`src/rtl/cas_fsk_tx.sv`:
```
// Purpose: MSX cassette-out encoder that turns bytes and header requests into a
//          1200-baud FSK square wave on cas_out.
// Latency: cas_out rises on the first cycle after the accept edge; there is no added latency.
// Backpressure: din_ready is combinational: (state==IDLE) & ~hdr_req. It stays low for the
//          whole header or frame. A held din_valid gets one IDLE cycle between frames.
//
// Ports:
//   clk_sys            system clock (the only clock)
//   reset_n            asynchronous active-low reset
//   hdr_req/hdr_long   one-cycle header request and length select (1 = LONG_HDR), sampled in IDLE
//   din/din_valid      byte to send and its valid strobe
//   din_ready          byte accepted on an edge where din_valid & din_ready
//   abort              synchronous kill; returns to IDLE on the next edge, ahead of every other input
//   cas_out            registered FSK level
//   busy               registered, high whenever the encoder is not IDLE
//
// Bit encoding: '0' = one slow pulse (HALF_SLOW high + HALF_SLOW low).
// '1' = two fast pulses (HALF_FAST high + HALF_FAST low, twice).
// Both bit types last 4*HALF_FAST cycles. A frame is start(0), 8 data bits LSB first, then two stop(1) bits.

module cas_fsk_tx #(
    parameter int CLK_HZ    = 21477270,
    parameter int BAUD      = 1200,
    parameter int LONG_HDR  = 16000,
    parameter int SHORT_HDR = 4000
) (
    input  logic       clk_sys,
    input  logic       reset_n,
    input  logic       hdr_req,
    input  logic       hdr_long,
    input  logic [7:0] din,
    input  logic       din_valid,
    output logic       din_ready,
    input  logic       abort,
    output logic       cas_out,
    output logic       busy
);

    localparam int HALF_FAST = CLK_HZ / (BAUD * 4);
    localparam int HALF_SLOW = 2 * HALF_FAST;
    // The half-period counter only ever has to reach HALF_SLOW-1.
    localparam int CW        = (HALF_SLOW > 2) ? $clog2(HALF_SLOW) : 1;

    localparam logic [CW-1:0] FAST_LAST = CW'(HALF_FAST - 1);
    localparam logic [CW-1:0] SLOW_LAST = CW'(HALF_SLOW - 1);
    localparam logic [13:0]   LONG_CNT  = 14'(LONG_HDR);
    localparam logic [13:0]   SHORT_CNT = 14'(SHORT_HDR);

    typedef enum logic [2:0] {
        IDLE  = 3'd0,
        HDR   = 3'd1,
        START = 3'd2,
        DATA  = 3'd3,
        STOP  = 3'd4
    } state_t;

    state_t          state;
    logic [CW-1:0]   hcnt;        // cycles elapsed in the current half period
    logic            low_half;    // 0 = high half of the pulse, 1 = low half
    logic            slow;        // current pulse uses HALF_SLOW
    logic            more;        // a '1' bit still owes its second fast pulse
    logic [13:0]     hdr_cnt;     // header pulses left, including the current one
    logic [2:0]      bit_idx;     // data bit currently on the wire
    logic            stop_second; // second stop bit is on the wire
    logic [7:0]      shift;       // remaining data bits; bit 0 is the next one sent

    logic            half_last;

    // The last cycle of a half period depends on the speed of the current pulse.
    always_comb begin
        half_last = (hcnt == (slow ? SLOW_LAST : FAST_LAST));
    end

    always_comb begin
        din_ready = (state == IDLE) & ~hdr_req;
    end

    always_ff @(posedge clk_sys or negedge reset_n) begin
        if (!reset_n) begin
            state       <= IDLE;
            hcnt        <= '0;
            low_half    <= 1'b0;
            slow        <= 1'b0;
            more        <= 1'b0;
            hdr_cnt     <= '0;
            bit_idx     <= '0;
            stop_second <= 1'b0;
            shift       <= '0;
            cas_out     <= 1'b0;
            busy        <= 1'b0;
        end else if (abort) begin
            // Discards any latched byte. An acceptance on this same edge is
            // still counted as consumed upstream because din_ready ignores abort.
            state       <= IDLE;
            hcnt        <= '0;
            low_half    <= 1'b0;
            slow        <= 1'b0;
            more        <= 1'b0;
            hdr_cnt     <= '0;
            bit_idx     <= '0;
            stop_second <= 1'b0;
            shift       <= '0;
            cas_out     <= 1'b0;
            busy        <= 1'b0;
        end else begin
            case (state)
                IDLE: begin
                    cas_out  <= 1'b0;
                    busy     <= 1'b0;
                    hcnt     <= '0;
                    low_half <= 1'b0;
                    if (hdr_req) begin
                        // The header wins over a simultaneous byte. din_ready
                        // is low here, so that byte stays with the sender.
                        state   <= HDR;
                        busy    <= 1'b1;
                        cas_out <= 1'b1;
                        slow    <= 1'b0;
                        more    <= 1'b0;
                        hdr_cnt <= hdr_long ? LONG_CNT : SHORT_CNT;
                    end else if (din_valid) begin
                        // The start bit is a '0': one slow pulse.
                        shift       <= din;
                        state       <= START;
                        busy        <= 1'b1;
                        cas_out     <= 1'b1;
                        slow        <= 1'b1;
                        more        <= 1'b0;
                        bit_idx     <= '0;
                        stop_second <= 1'b0;
                    end
                end

                default: begin
                    if (!half_last) begin
                        hcnt <= hcnt + CW'(1);
                    end else begin
                        hcnt <= '0;
                        if (!low_half) begin
                            low_half <= 1'b1;
                            cas_out  <= 1'b0;
                        end else begin
                            // A pulse has just finished. By default the next
                            // pulse starts high now; the cases below only pick
                            // its speed or send the encoder back to IDLE.
                            low_half <= 1'b0;
                            cas_out  <= 1'b1;
                            if (state == HDR) begin
                                // A loaded count of 0 behaves like 1.
                                if (hdr_cnt < 14'd2) begin
                                    state   <= IDLE;
                                    busy    <= 1'b0;
                                    cas_out <= 1'b0;
                                    hdr_cnt <= '0;
                                end else begin
                                    hdr_cnt <= hdr_cnt - 14'd1;
                                end
                            end else if (more) begin
                                // Second fast pulse of a '1' bit.
                                more <= 1'b0;
                            end else begin
                                // The bit is complete; set up the next one.
                                case (state)
                                    START: begin
                                        state   <= DATA;
                                        bit_idx <= '0;
                                        slow    <= ~shift[0];
                                        more    <= shift[0];
                                    end
                                    DATA: begin
                                        shift <= {1'b0, shift[7:1]};
                                        if (bit_idx == 3'd7) begin
                                            state       <= STOP;
                                            stop_second <= 1'b0;
                                            slow        <= 1'b0;
                                            more        <= 1'b1;
                                        end else begin
                                            bit_idx <= bit_idx + 3'd1;
                                            slow    <= ~shift[1];
                                            more    <= shift[1];
                                        end
                                    end
                                    STOP: begin
                                        if (stop_second) begin
                                            state       <= IDLE;
                                            busy        <= 1'b0;
                                            cas_out     <= 1'b0;
                                            stop_second <= 1'b0;
                                            slow        <= 1'b0;
                                        end else begin
                                            stop_second <= 1'b1;
                                            slow        <= 1'b0;
                                            more        <= 1'b1;
                                        end
                                    end
                                    default: begin
                                        state   <= IDLE;
                                        busy    <= 1'b0;
                                        cas_out <= 1'b0;
                                    end
                                endcase
                            end
                        end
                    end
                end
            endcase
        end
    end

endmodule

```
`config.mk`:
```
export PLATFORM = sky130hd
export DESIGN_NAME = cas_fsk_tx
export DESIGN_NICKNAME = d
export VERILOG_FILES = /design/src/rtl/cas_fsk_tx.sv
export SDC_FILE = /design/constraint.sdc
export NUM_CORES = 1
export LEC_CHECK = 0
export BUFFER_PORTS_ARGS = -buffer_cell sky130_fd_sc_hd__buf_2
export CAP_MARGIN = 40
export CORE_ASPECT_RATIO = 0.9
export CORE_MARGIN = 8
export CORE_UTILIZATION = 40
export CTS_CLUSTER_SIZE = 20
export DETAILED_ROUTE_END_ITERATION = 10
export GPL_TIMING_DRIVEN = 0
export PLACE_DENSITY_LB_ADDON = 0.2
export REMOVE_ABC_BUFFERS = 1
export SLEW_MARGIN = 5
export SYNTH_ARGS = -nofsm -noshare
export SYNTH_HDL_FRONTEND = slang
export SYNTH_SLANG_ARGS = --single-unit
```
`constraint.sdc`:
```
create_clock -name clk_sys -period 2.9 [get_ports clk_sys]
set_clock_uncertainty 0.2 [all_clocks]
set_input_delay 0.29 -clock clk_sys [delete_from_list [all_inputs] [get_ports clk_sys]]
set_output_delay 0.29 -clock clk_sys [all_outputs]
set_load 0.03 [all_outputs]
```
-- Word-level counts from Yosys, hierarchy flattened
Index checks and enable logic that the tools add are counted.
- add/sub/neg operators: 3
- magnitude comparators: 1
- eq/ne operators: 19
- mux-type cells: 96
- bitwise operators: 4
- reduce and logical (&&, ||, !) cells: 17
- operators with widths (operator ; number):
    14-bit two-way mux ; 12
    8-bit two-way mux ; 9
    3-bit two-way mux ; 20
    1-bit two-way mux ; 48
    8-bit AND reduction ; 2
    14-bit by 1-bit adder with 14-bit output, second input constant ; 1
    14-bit equality test ; 1
    14-bit by 2-bit < comparator with 1-bit output, second input constant ; 1
    7-bit AND reduction ; 2
    14-bit by 1-bit subtractor with 14-bit output, second input constant ; 1
    3-bit inequality test, second input constant ; 4
    4-bit inequality test, second input constant ; 3
    6-bit AND reduction ; 2
    3-bit nonzero test ; 4
    5-bit inequality test, second input constant ; 2
    3-bit one-hot mux with 3 select lines ; 1
    4-bit AND reduction ; 2
    4-bit nonzero test ; 2
    3-bit by 2-bit equality test with 1-bit output, second input constant ; 2
    3-bit equality test, second input constant ; 2
    1-bit one-hot mux with 2 select lines ; 3
    1-bit one-hot mux with 3 select lines ; 2
    3-bit one-hot mux with 2 select lines ; 1
    5-bit nonzero test ; 1
    10 further kinds ; 12
- register bits after elaboration: 48
- bits of input ports: 14
- output and inout port bits: 3
- logic and storage cells: 151

-- Longest topological paths before layout
- depth after elaboration: 9
- mapped depth: 7
- depth with buffers taken out: 7

-- Least setup slack after synthesis
No wires, ideal clock.
- kind: register to register
- start: register hdr_cnt[10]
- end: register cas_out
- library setup time: 0.125 ns
- arrival: 1.959 ns
- data required time: 2.575 ns
- setup slack: 0.616 ns
- cell stages (with the launch flop): 7
- buffers on the path: 1
- clock period less this slack: 2.284 ns
- cells stage by stage: dfrtp_1 > or4_1 > buf_2 > or4_4 > nor3_2 > o21ai_1 > mux2_4
- longest elaborated chain between the ends: 7
- RTL lines (item ; RTL line ; text):
    start: declaration ; 62 ; logic [13:0] hdr_cnt;
    start signal: assignment ; 120 ; hdr_cnt <= hdr_long ? LONG_CNT : SHORT_CNT;
    start signal: assignment ; 156 ; hdr_cnt <= hdr_cnt - 14'd1;
    14-bit by 2-bit < comparator with 1-bit output ; 150 ; if (hdr_cnt < 14'd2) begin
    1-bit two-way mux ; 150 ;
    1-bit two-way mux ; 148 ; if (state == HDR) begin
    1-bit two-way mux ; 139 ; if (!low_half) begin
    1-bit two-way mux ; 135 ; if (!half_last) begin
    1-bit two-way mux ; 106 ; case (state)
    1-bit two-way mux ; 91 ; end else if (abort) begin
    end signal: assignment ; 89 ; cas_out <= 1'b0;
    end signal: assignment ; 108 ; cas_out <= 1'b0;
    end signal: assignment ; 141 ; cas_out <= 1'b0;
    end: declaration ; 35 ; output logic cas_out,
No other way between the ends. The select of a mux whose other input is x is not followed.
A chain may end at the register's enable or synchronous reset.

-- Worst setup path in the final report
- start: register hcnt[7]
- end: register hdr_cnt[12]
- longest elaborated chain between the ends: 3
- RTL lines (item ; RTL line ; text):
    start: declaration ; 58 ; logic [CW-1:0] hcnt;
    start signal: assignment ; 136 ; hcnt <= hcnt + CW'(1);
    14-bit equality test ; 71 ; half_last = (hcnt == (slow ? SLOW_LAST : FAST_LAST));
    3-bit nonzero test (no source line) ; n/a ;
    4-bit AND reduction (no source line) ; n/a ;
No other way between the ends.

==> impl_metrics.env <==
export IMPL_core_region_area_um2=7076
export IMPL_remaining_drc_errors=0
export IMPL_cts_repair_timing_setup_buffer_count=0
export IMPL_synth_enable_flop_cells=0
export IMPL_final_common_cell="dfrtp_1"
export IMPL_cts_sinks=48
export IMPL_detailedRoute_firstIterationViolations=174
export IMPL_floorplan_initialDensity_pct=41.40
export IMPL_io_buffers=16
export IMPL_path_class="register to register"
export IMPL_clk_root_buffer_cell="clkbuf_8"
export IMPL_post_route_fraction_of_the_period_consumed_by_the_critical_path_pct=92.82
export IMPL_mostFrequentLayoutCells="48 x dfrtp_1, 33 x nor2_1, 24 x inv_1, 22 x nand2_1, 17 x buf_2"
export IMPL_dp_hpwl_um=4883
export IMPL_rows=29
export IMPL_die_w_um=106.2
export IMPL_netlist_instances=322
export IMPL_grt_pass1_vias=2381
export IMPL_gp_routability_congestion=0.7903
export IMPL_cp_slowest_cell="a21o_1"
export IMPL_dp_worst_setup_slack_ns=0.2446
export IMPL_numCtsBuffers=5
export IMPL_antenna_cells_inserted=0
export IMPL_post_layout_net_count=353
export IMPL_pin_count_of_the_biggest_net_entering_global_routing=26
export IMPL_crit_chain="nor4bb_1 -> and4_1 -> o211ai_1 -> buf_4 -> a21o_1 -> mux2_2"
export IMPL_tns_ns=0
export IMPL_cts_tree="built"
export IMPL_clk_latency_ns=0.30
export IMPL_syn_mean_instance_area_um2=9.096
export IMPL_route_detailed_vias_per_inst=5.759
export IMPL_htree_num_levels=2
export IMPL_hold_path_class="input pin to register"
export IMPL_cts_hold_fix_buffers=1
export IMPL_final_max_slew_viol_count=0
export IMPL_p_per_area_nw_per_um2=900.4
export IMPL_crit_path_end_kind="register"
export IMPL_rsz0062_at_grt="no"
export IMPL_final_antenna_net_count=0
export IMPL_grt_use_total_pct=13.36
export IMPL_holdWs_ns=0.02067
export IMPL_max_cap_viol_count=0
export IMPL_floorplan_die_height_um=97.18
export IMPL_vdd_ir_drop_worst_mv=0.3990
export IMPL_timing_worst_slew_pin_value_ns=0.7813
export IMPL_final_min_clock_period_ns=2.692
export IMPL_firstDrtPassIters=4
export IMPL_synth_seq_cells=48
export IMPL_finish_cell_count_without_fillers=428
export IMPL_finalWirelength_um=6838
export IMPL_dp_cells=420
export IMPL_synthArstFlopShare_pct=100.0
export IMPL_area_growth_syn_to_layout_pct=11.58
export IMPL_routed_wire_length_per_instance_um=15.98
export IMPL_post_synth_instance_area_um2=2929
export IMPL_synth_sequential_area_ratio_pct=41.01
export IMPL_drive_above_1_share_pct=15.52
export IMPL_yosys_cell_types_count=58
export IMPL_slew_headroom_pct=47.91
export IMPL_max_clock_freq_ghz=0.3715
export IMPL_wire_length_of_the_first_global_routing_pass_um=11630
export IMPL_die_outline_area_um2=10320
export IMPL_post_route_worst_setup_slack_ns=0.2081
export IMPL_clk_pin_slew_ns=0.10
export IMPL_timing_final_hold_violations=0
export IMPL_fin_total_pwr_mw=2.943
export IMPL_nFillCells=681
export IMPL_worst_ep_required_time_ns=2.89
export IMPL_top_level_ports=17
export IMPL_vias=2465
export IMPL_grt_remaining_overflow=0
export IMPL_total_leakage_power_nw=1.385
export IMPL_cp_start_kind="register"
export IMPL_worstPathMaxFanout=14
export IMPL_antenna_found_initial=0
export IMPL_max_buffers_root_to_sink=2
export IMPL_yosysWarningCount=0
export IMPL_cts_repair_resized=0
export IMPL_cp_slowest_stage_delay_ns=0.50
export IMPL_postSynth_topFlopCell="dfrtp_1"
export IMPL_finalSetupViolations=0
export IMPL_run_status="finished, final reports clean"
export IMPL_worstPathArrival_ns=2.68
[path summary, 6_finish.rpt]
| check | startpoint | end | slack [ns] | cells after the start |
|---|---|---|---|---|
| max | hcnt[7]$_DFF_PN0_ | hdr_cnt[12]$_DFFE_PN0P_ | 0.21 | 6 |
| min | din[7] | shift[7]$_DFFE_PN0P_ | 0.02 | 3 |
| max reg2reg | hcnt[7]$_DFF_PN0_ | hdr_cnt[12]$_DFFE_PN0P_ | 0.21 | 6 |
| min reg2reg | cas_out$_DFFE_PN0N_ | cas_out$_DFFE_PN0N_ | 0.31 | 1 |
| max in group asynchronous | reset_n | hdr_cnt[9]$_DFFE_PN0P_ | 1.63 | 3 |
| min in group asynchronous | reset_n | shift[7]$_DFFE_PN0P_ | 0.32 | 2 |
[logic make-up after synthesis]
group                    share of synthesized area, %
AO/OA/AOI/OAI                                   19.52
XOR/XNOR                                        3.887
adder cells (fa/ha/maj)                         1.709
buffers and inverters                           5.382
flip-flops                                      41.01
multiplexers                                    6.749
AND/OR/NAND/NOR                                 21.74
[worst max-delay path: cells and delay by family (launching register included)]
kind            cells  cell delay [ns]
compound gates      2             0.85
buf+inv             1             0.26
mux                 1             0.40
simple gates        2             0.40
flops               1             0.45
[registers in the layout, summed over array words and instances (netlist names)]
name         cells
bit_idx          3
busy             1
cas_out          1
hcnt            14
hdr_cnt         14
low_half         1
more             1
shift            8
slow             1
state            3
stop_second      1
[cells in the mapped netlist, drive strengths merged, types with 5 or more instances]
cell | instances | area (um^2)
xnor2 | 7 | 61.31
or4 | 5 | 45.04
mux2i | 7 | 70.07
nor2 | 35 | 133.9
a21oi | 10 | 50.05
inv | 24 | 90.09
nand4 | 6 | 37.54
clkbuf | 13 | 48.80
nand2 | 23 | 88.84
dfrtp | 48 | 1201
mux2 | 11 | 127.6
a221oi | 5 | 50.04
nand3 | 10 | 50.05
a22o | 6 | 52.55
a211oi | 8 | 60.06
nor3 | 14 | 75.07
o32ai | 7 | 61.31
o21ai | 14 | 73.82
o22ai | 5 | 31.28
xor2 | 6 | 52.55
[metal layers]
metal	part of all wire (%)	GRT usage (%)	vias to the layer above
li1	-	-	1208
met1	50	18.40	1197
met2	45	20.38	53
met3	4.1	2.719	7
met4	1.1	4.108	0
met5	0	0	-
[per-stage QoR]
step	cell area [um^2]	utilization, %
after global routing	3268	46.19
after global placement	3058	43.22
final	3268	46.19
after floorplan	2861	-
after detailed placement	3129	44.23
after CTS	3268	46.19
[power breakdown]
part	leakage, nW	internal (mW)	total, mW	switching [mW]
clock network	0.0642	0.340	0.572	0.232
logic	0.676	0.546	1.32	0.777
registers	0.644	0.843	1.05	0.205
[cell type report]
type,count,area [um^2],share of cell area (%)
Inverter,24,90.09,2.757
Clock inverter,2,60.06,1.838
Sequential cell,48,1201,36.75
Timing Repair Buffer,23,152.6,4.671
Tap cell,93,116.4,3.561
Multi-Input combinational cell,233,1579,48.32
Clock buffer,5,68.82,2.106
Power figures use the tool's default switching activity.
